`config.mk`:
```
export PLATFORM = sky130hd
export DESIGN_NAME = mem_access
export DESIGN_NICKNAME = d
export VERILOG_FILES = /design/src/rtl/mem_access_pkg.sv /design/src/rtl/mem_access_load_formatter.sv /design/src/rtl/mem_access.sv
export SDC_FILE = /design/constraint.sdc
export NUM_CORES = 1
export LEC_CHECK = 0
export ABC_AREA = 1
export BUFFER_PORTS_ARGS = -buffer_cell sky130_fd_sc_hd__buf_2
export CORE_ASPECT_RATIO = 1.5
export CORE_MARGIN = 2
export CORE_UTILIZATION = 52
export CTS_CLUSTER_SIZE = 40
export DETAILED_ROUTE_END_ITERATION = 7
export GPL_ROUTABILITY_DRIVEN = 0
export PLACE_DENSITY = 0.92
export SLEW_MARGIN = 20
export SYNTH_ARGS = -nofsm -noshare
export SYNTH_HDL_FRONTEND = slang
export SYNTH_SLANG_ARGS = --single-unit
```
`constraint.sdc`:
```
create_clock -name clk -period 4.9 [get_ports clk]
set_input_delay 0.49 -clock clk [delete_from_list [all_inputs] [get_ports clk]]
set_output_delay 0.49 -clock clk [all_outputs]
set_load 0.02 [all_outputs]
```
`src/rtl/mem_access_pkg.sv`:
```
// mem_access_pkg: shared access-size, fault-code and state definitions for the memory stage
package mem_access_pkg;
  localparam logic [1:0] MEM_B = 2'd0;
  localparam logic [1:0] MEM_H = 2'd1;
  localparam logic [1:0] MEM_W = 2'd2;
  localparam logic [1:0] MF_NONE = 2'd0;
  localparam logic [1:0] MF_ALIGN = 2'd1;
  localparam logic [1:0] MF_TIMEOUT = 2'd2;
  typedef enum logic {MA_IDLE, MA_WAIT} ma_state_e;
  function automatic logic is_aligned(input logic [1:0] bytes, input logic [1:0] lo);
    return bytes == MEM_B ? 1'b1 : bytes == MEM_H ? ~lo[0] : bytes == MEM_W ? lo == 2'b00 : 1'b0;
  endfunction
endpackage

```
`src/rtl/mem_access_load_formatter.sv`:
```
// load_formatter: picks the addressed byte/half/word lane from read data and extends it
module load_formatter
  import mem_access_pkg::*;
(
  input  logic [31:0] rdata,
  input  logic [1:0]  addr_lo,
  input  logic [1:0]  bytes,
  input  logic        unsigned_flag,
  output logic [31:0] value
);
  logic [31:0] t;
  assign t = rdata >> {addr_lo, 3'b000};
  always_comb
    value = bytes == MEM_B ? {{24{~unsigned_flag & t[7]}}, t[7:0]} :
            bytes == MEM_H ? {{16{~unsigned_flag & t[15]}}, t[15:0]} : t;
endmodule

```
`src/rtl/mem_access.sv`:
```
// mem_access: memory pipeline stage issuing req/ack data-memory transactions and producing writeback
module mem_access
  import mem_access_pkg::*;
#(
  parameter int DMEM_TIMEOUT = 255
) (
  input  logic        clk,
  input  logic        reset,
  input  logic        run,
  input  logic [31:0] alu_result,
  input  logic [31:0] wdata,
  input  logic        we,
  input  logic        re,
  input  logic [1:0]  bytes,
  input  logic        unsigned_flag,
  input  logic        mem_to_reg,
  input  logic [4:0]  rd,
  input  logic        reg_we,
  output logic        stall,
  output logic        dmem_req,
  output logic        dmem_we,
  output logic [31:0] dmem_addr,
  output logic [3:0]  dmem_be,
  output logic [31:0] dmem_wdata,
  input  logic        dmem_ack,
  input  logic [31:0] dmem_rdata,
  output logic        run_out,
  output logic [31:0] reg_wdata_out,
  output logic [4:0]  rd_out,
  output logic        reg_we_out,
  output logic        mem_fault,
  output logic [1:0]  mem_fault_code
);
  ma_state_e state, state_nx;
  logic [7:0] cnt;
  logic [4:0] l_rd;
  logic l_reg_we, l_m2r, l_uns;
  logic [1:0] l_bytes, l_lo;
  logic [31:0] l_alu, load_val;
  logic mem_op, aligned, start, tmo;
  load_formatter u_fmt (
    .rdata(dmem_rdata), .addr_lo(l_lo), .bytes(l_bytes), .unsigned_flag(l_uns), .value(load_val)
  );
  assign mem_op = we | re;
  assign aligned = is_aligned(bytes, alu_result[1:0]);
  assign start = state == MA_IDLE && run && mem_op && aligned;
  assign tmo = state == MA_WAIT && !dmem_ack && cnt == 8'(DMEM_TIMEOUT - 1);
  assign stall = start || state == MA_WAIT;
  always_ff @(posedge clk or posedge reset)
    if (reset) state <= MA_IDLE;
    else state <= state_nx;
  always_comb
    state_nx = state == MA_IDLE ? (start ? MA_WAIT : MA_IDLE) : (dmem_ack || tmo ? MA_IDLE : MA_WAIT);
  always_ff @(posedge clk or posedge reset) begin
    if (reset) begin
      cnt <= '0;
      {l_rd, l_reg_we, l_m2r, l_uns, l_bytes, l_lo, l_alu} <= '0;
      {dmem_req, dmem_we, dmem_addr, dmem_be, dmem_wdata} <= '0;
      {run_out, reg_wdata_out, rd_out, reg_we_out, mem_fault, mem_fault_code} <= '0;
    end else begin
      run_out <= 1'b0;
      mem_fault <= 1'b0;
      mem_fault_code <= MF_NONE;
      if (state == MA_IDLE && run) begin
        if (!mem_op) begin
          run_out <= 1'b1;
          reg_wdata_out <= alu_result;
          rd_out <= rd;
          reg_we_out <= reg_we;
        end else if (!aligned) begin
          run_out <= 1'b1;
          reg_we_out <= 1'b0;
          mem_fault <= 1'b1;
          mem_fault_code <= MF_ALIGN;
        end else begin
          cnt <= '0;
          dmem_req <= 1'b1;
          dmem_we <= we;
          dmem_addr <= {alu_result[31:2], 2'b00};
          dmem_be <= bytes == MEM_B ? 4'b0001 << alu_result[1:0] :
                     bytes == MEM_H ? 4'b0011 << alu_result[1:0] : 4'hF;
          dmem_wdata <= bytes == MEM_B ? {4{wdata[7:0]}} : bytes == MEM_H ? {2{wdata[15:0]}} : wdata;
          {l_rd, l_reg_we, l_m2r, l_uns, l_bytes, l_lo, l_alu} <=
            {rd, reg_we, mem_to_reg, unsigned_flag, bytes, alu_result[1:0], alu_result};
        end
      end else if (state == MA_WAIT) begin
        if (dmem_ack) begin
          dmem_req <= 1'b0;
          run_out <= 1'b1;
          rd_out <= l_rd;
          reg_we_out <= l_reg_we;
          reg_wdata_out <= l_m2r ? load_val : l_alu;
        end else if (tmo) begin
          dmem_req <= 1'b0;
          run_out <= 1'b1;
          reg_we_out <= 1'b0;
          mem_fault <= 1'b1;
          mem_fault_code <= MF_TIMEOUT;
        end else begin
          cnt <= cnt + 8'd1;
        end
      end
    end
  end
endmodule
```
# Yosys cells after proc, flatten, opt, wreduce, memory -nomap -nowiden
# Cells that the tools add are included.
[word_totals]
regBits = 163
inputBits = 112
output_inout_bits = 113
wordCells = 113
[op_classes]
addsub = 1
n_eq_ne = 10
shifts = 3
muxes = 54
n_bitwise = 6
n_reduce_logical = 19
[ops]
columns = ["operator", "count"]
rows = [
  ["$mux 32", 9],
  ["$mux 8", 6],
  ["$shr 32x5->32", 1],
  ["$mux 1", 29],
  ["$mux 5", 4],
  ["$reduce_and 3->1", 3],
  ["$add 8x1->8 const B", 1],
  ["$eq 8x8->1 const B", 1],
  ["$mux 2", 4],
  ["$mux 4", 2],
  ["$logic_not 2->1", 3],
  ["$ne 2x2->1 const B", 3],
  ["$logic_and 1x1->1", 5],
  ["$reduce_and 5->1", 1],
  ["$eq 2x1->1 const B", 2],
  ["$ne 2x1->1 const B", 2],
  ["$reduce_and 4->1", 1],
  ["$reduce_bool 2->1", 2],
  ["$shl 1x2->4 const A", 1],
  ["$shl 2x2->4 const A", 1],
  ["$ne 3x3->1 const B", 1],
  ["$not 1->1", 3],
  ["$reduce_bool 3->1", 1],
  ["$and 1x1->1", 2],
  ["other kinds (4)", 5],
]

# Depth between registers and ports, before layout
[logic_depth]
ltp_word = 8
mapped_depth = 13
mapped_depth_nobuf = 12

# Modules after synthesis
# A second synthesis with hierarchy kept.
[hier_totals]
hier_cells = 1043
hier_area_um2 = 7469.7
[modules_own_cells]
columns = ["mod", "instances", "cells_each", "area_per_inst_um2", "seq_area_each_um2"]
rows = [
  ["mem_access", 1, 871, 6603.8, 3278.1],
  ["load_formatter", 1, 172, 865.8, 0.0],
]

# Least setup slack after synthesis
# OpenSTA, ideal clock, no wires.
[synth_timing]
path_type = "input -> output"
startpoint = "in alu_result[0]"
endpoint = "out stall"
t_arrival_ps = 1580
t_required_ps = 4410
path_slack_ps = 2830
stages = 8
path_buffers = 2
path_cell_list = "inv_1 > ha_1 > o21ai_1 > o21ai_1 > nand2_2 > buf_4 > buf_2 > nand2_1"
[synth_between]
elab_chain_len = 6
word_cells_on_any_way = 7
cone_classes = "mux: 3; bitwise: 1; reduce/logical: 3"
[synth_rtl]
columns = ["element", "line_no", "text"]
rows = [
  ["from (decl)", "mem_access.sv:10", "input logic [31:0] alu_result,"],
  ["$logic_not 2->1", "mem_access_pkg.sv:11", "return bytes == MEM_B ? 1'b1 : bytes == MEM_H ? ~lo[0] : bytes == MEM_W ? lo == 2'b00 : 1'b0;"],
  ["$mux 1", "mem_access_pkg.sv:11", ""],
  ["$mux 1 * (2 in a row)", "mem_access_pkg.sv:11", ""],
  ["$logic_and 1x1->1 *", "mem_access.sv:46", "assign start = state == MA_IDLE && run && mem_op && aligned;"],
  ["$logic_or 1x1->1 *", "mem_access.sv:48", "assign stall = start || state == MA_WAIT;"],
  ["to (decl)", "mem_access.sv:19", "output logic stall,"],
]
# Mark *: on every way between the ends. The rest lies on a longest branch, timed or not.

# Worst setup path after layout
[layout_timing]
startpoint = "reg state"
endpoint = "out stall"
[layout_between]
elab_chain_len = 5
[layout_rtl]
columns = ["element", "line_no", "text"]
rows = [
  ["from (decl)", "mem_access.sv:34", "ma_state_e state, state_nx;"],
  ["from (signal assigned)", "mem_access.sv:51", "else state <= state_nx;"],
  ["$not 1->1", "mem_access.sv:46", ""],
  ["$logic_and 1x1->1 (3 in a row)", "mem_access.sv:46", ""],
  ["$logic_or 1x1->1 *", "mem_access.sv:48", ""],
]
# Marks and branches as above.

==> flow_metrics.tcl <==
set metrics [dict create \
    finClkSkew_ps 12.1 \
    port_buffers 222 \
    groute.usage.overall_pct 27.9 \
    clock_tree_from_tritoncts "done" \
    fin_ws_ps 1710 \
    hold_viol 0 \
    core_area_sq_um 13400 \
    chipWidth_um 99.3 \
    cts_post_setup_buffers_inserted 0 \
    ff2ff_path_depth 8 \
    finalSetupViolCount 0 \
    worst_pin_slew_ps 1070 \
    worst_slew_margin_rel_pct 28.4 \
    drt-initial-drc-count 373 \
    detail_route.wl_per_cell_um 15.8 \
    vias_per_cell 5.42 \
    critical-path-top-cell-by-count "sky130_fd_sc_hd__nand2_4" \
    via_count 6967 \
    synth.yosys.warnings 0 \
    dp_slack_ps 1830 \
    drive_above_1_share_pct 25.3 \
    synth_top_cell_area_share_pct 46.3 \
    dominantRegCellSynth "sky130_fd_sc_hd__dfrtp_1" \
    clk_latency_ps 410 \
    synthCells 947 \
    r2r-end "reg_wdata_out[6]" \
    crit_start "state" \
    met2_wirelength_um 10200 \
    grt_first_pass_wirelength_um 32500 \
    synth_area_leaders "sky130_fd_sc_hd__dfrtp_1, sky130_fd_sc_hd__nand2_1, sky130_fd_sc_hd__o21ai_0" \
    mappedNetlistArea_sq_um 7080 \
    drt-met1-wl_um 7400 \
    cts_repair_resize_count 0 \
    antenna_left 0 \
    area_delta_synth_final_pct 20.2 \
    achievable-frequency_mhz 314 \
    synth.largest_area_cell "sky130_fd_sc_hd__dfrtp_1" \
    cts.path.max_buffers 2 \
    cp.buffers_inverters 3 \
    clock-root-buffer "sky130_fd_sc_hd__clkbuf_16" \
    power-per-cell-area_nw_per_um2 516 \
    cap_violations 0 \
    design.portCount 225 \
    asyncSetResetFlopFracSynth_pct 100 \
    layout_commonest_cell "sky130_fd_sc_hd__nand2_1" \
    antenna_cells_inserted 0 \
    post-route-drc-count 0 \
    total_leakage_power_nw 4.68 \
    final_util_pct 63.5 \
    grt_pass1_vias 6738 \
    avgSynthCellArea_sq_um 7.48 \
    hold_buffers 0 \
    hpwlAfterDp_um 14500 \
    cp-endpoint "stall" \
    met3WireLength_um 1650 \
    worst-endpoint-arrival_ps 2700 \
    synth.ff_latch_count 131 \
    post_synth_edffs 0 \
    max-vdd-ir-drop_uv 242 \
    start_util_pct 52.8 \
    path_class "reg2out" \
    post_synth_num_cell_types 35 \
    grt_overflow_total 0 \
    fin_crit_sh_pct 65.1 \
    fin_crit_ps 3190 \
    unrepaired_setup_endpoints_after_global_routing "false" \
    cp_data_required_time_ps 4410 \
    die-area_sq_um 14600 \
    outcome "finished, final reports clean" \
    setup_total_negative_slack_ps 0 \
    worstSetupEndpointType "primary output" \
    tritoncts_num_sinks 131 \
    clk_pin_slew_ps 60 \
    synth_sequential_area_ratio_pct 46.3 \
    mostFrequentLayoutCells "sky130_fd_sc_hd__nand2_1, sky130_fd_sc_hd__buf_2, sky130_fd_sc_hd__dfrtp_1, sky130_fd_sc_hd__o21ai_0, sky130_fd_sc_hd__inv_1" \
    grt_antenna_before_repair 2 \
    grt_max_degree 97 \
    min_path_type "in2async" \
    cpPeakStageDelay_ps 700 \
    placedCellCount 1254 \
    layoutNonFillerInstCount 1286 \
    crit_path_cell_trace "inv_2, nand2_4, nor2_1, nand2_4, buf_4, nand2_1, buf_2" \
    setup.reg_to_reg.worst_slack_ps 1900 \
    cp_slowest_cell "sky130_fd_sc_hd__buf_4" \
    worstReg2RegStart "state" \
    htreeDepth 4 \
    crit_path_start_kind "flop" \
    critical_path_depth 7 \
    final-max-slew-violation-count 0 \
    drt-total-wl_um 20300 \
    highest-signal-layer "met5" \
    number_of_buffers_created_by_cts 17 \
    core.rowCount 52 \
    detail_route.first_pass.iterations 5 \
    cpLargestDelayFamily "buffers and inverters" \
    nNetsFinal 1229 \
    worst-path-max-fanout 96 \
    fp.dieH_um 147 \
]
routing by layer:
metal | GRT usage (%) | vias up
met5 | 0 | -
met4 | 15.3 | 4
met3 | 5.90 | 89
met2 | 47.9 | 390
met1 | 32.2 | 3145
li1 | - | 3339
registers in the layout, summed over array words and instances (netlist names), 2 cells and up:
register	count
l_alu	31
cnt	8
l_rd	5
dmem_be	4
reg_wdata_out	32
mem_fault_code	2
l_bytes	2
rd_out	5
dmem_wdata	32
worst register-to-register path: stages, from the launching register on:
cell                        delay, ps
sky130_fd_sc_hd__dfrtp_1          450
sky130_fd_sc_hd__inv_2            120
sky130_fd_sc_hd__nand2_4          270
sky130_fd_sc_hd__inv_2            720
sky130_fd_sc_hd__o21ai_2          150
sky130_fd_sc_hd__o21ai_4          220
sky130_fd_sc_hd__buf_4            510
sky130_fd_sc_hd__inv_2            230
sky130_fd_sc_hd__a2bb2oi_1        190
how the worst min path moves through the flow:
stage,end,start,slack (ps)
2_1_floorplan,l_rd[0],l_rd[0],450
3_3_place_gp,dmem_req,dmem_req,450
3_5_place_dp,reg_wdata_out[0],reg_wdata_out[0],460
4_1_cts,dmem_wdata[12],reset,240
5_1_grt,l_alu[4],reset,290
6_report,l_alu[6],reset,210
cells by family after synthesis:
kind of cell / share of synthesized area [%]
buffers and inverters: 10.7
and+or+nand+nor: 26.3
xor gates and xnor gates: 0.742
AOI/OAI and AO/OA: 14.8
adders and majority gates: 1.06
other: 0.0530
DFF: 46.3
cell usage after synthesis, types with 2 or more instances:
cell type	n
sky130_fd_sc_hd__xnor2_1	2
sky130_fd_sc_hd__clkbuf_1	20
sky130_fd_sc_hd__a21oi_1	39
sky130_fd_sc_hd__a2bb2oi_2	3
sky130_fd_sc_hd__buf_1	2
sky130_fd_sc_hd__nand2_2	4
sky130_fd_sc_hd__a2bb2oi_1	3
sky130_fd_sc_hd__buf_2	19
sky130_fd_sc_hd__inv_1	61
sky130_fd_sc_hd__a41oi_1	8
sky130_fd_sc_hd__buf_6	4
sky130_fd_sc_hd__nand2_1	377
sky130_fd_sc_hd__xor2_1	4
sky130_fd_sc_hd__ha_1	6
sky130_fd_sc_hd__nor2_1	43
sky130_fd_sc_hd__a31oi_1	16
sky130_fd_sc_hd__o22ai_1	3
sky130_fd_sc_hd__o21ai_1	9
sky130_fd_sc_hd__o211ai_1	10
sky130_fd_sc_hd__nand4_1	2
sky130_fd_sc_hd__o21ai_0	85
sky130_fd_sc_hd__nand3_1	31
sky130_fd_sc_hd__inv_2	8
sky130_fd_sc_hd__dfrtp_1	131
sky130_fd_sc_hd__buf_4	37
sky130_fd_sc_hd__or2_2	8
sky130_fd_sc_hd__nor3_1	4
area by class of cell:
class	count	area, sq um
inverter	69	264
clock inverter	10	98.8
sequential	131	3280
multi-input combinational	666	3050
tap	162	203
fill	1181	4890
timing repair buffer	226	1140
clock buffer	22	474
report_power, final:
group	internal, mW	switching, mW
clock network	0.742	0.492
logic	0.523	1.03
registers	1.38	0.230
per-stage QoR:
stage | hold slack (ps) | area (sq um) | total power, mW
2_1_floorplan | 453 | 7080 | 2.72
3_3_place_gp | 454 | 7940 | 3.12
3_5_place_dp | 461 | 7940 | 3.16
4_1_cts | 241 | 8510 | 4.40
5_1_grt | 289 | 8510 | 4.64
6_report | 209 | 8510 | 4.39
(Power assumes the default switching activity.)
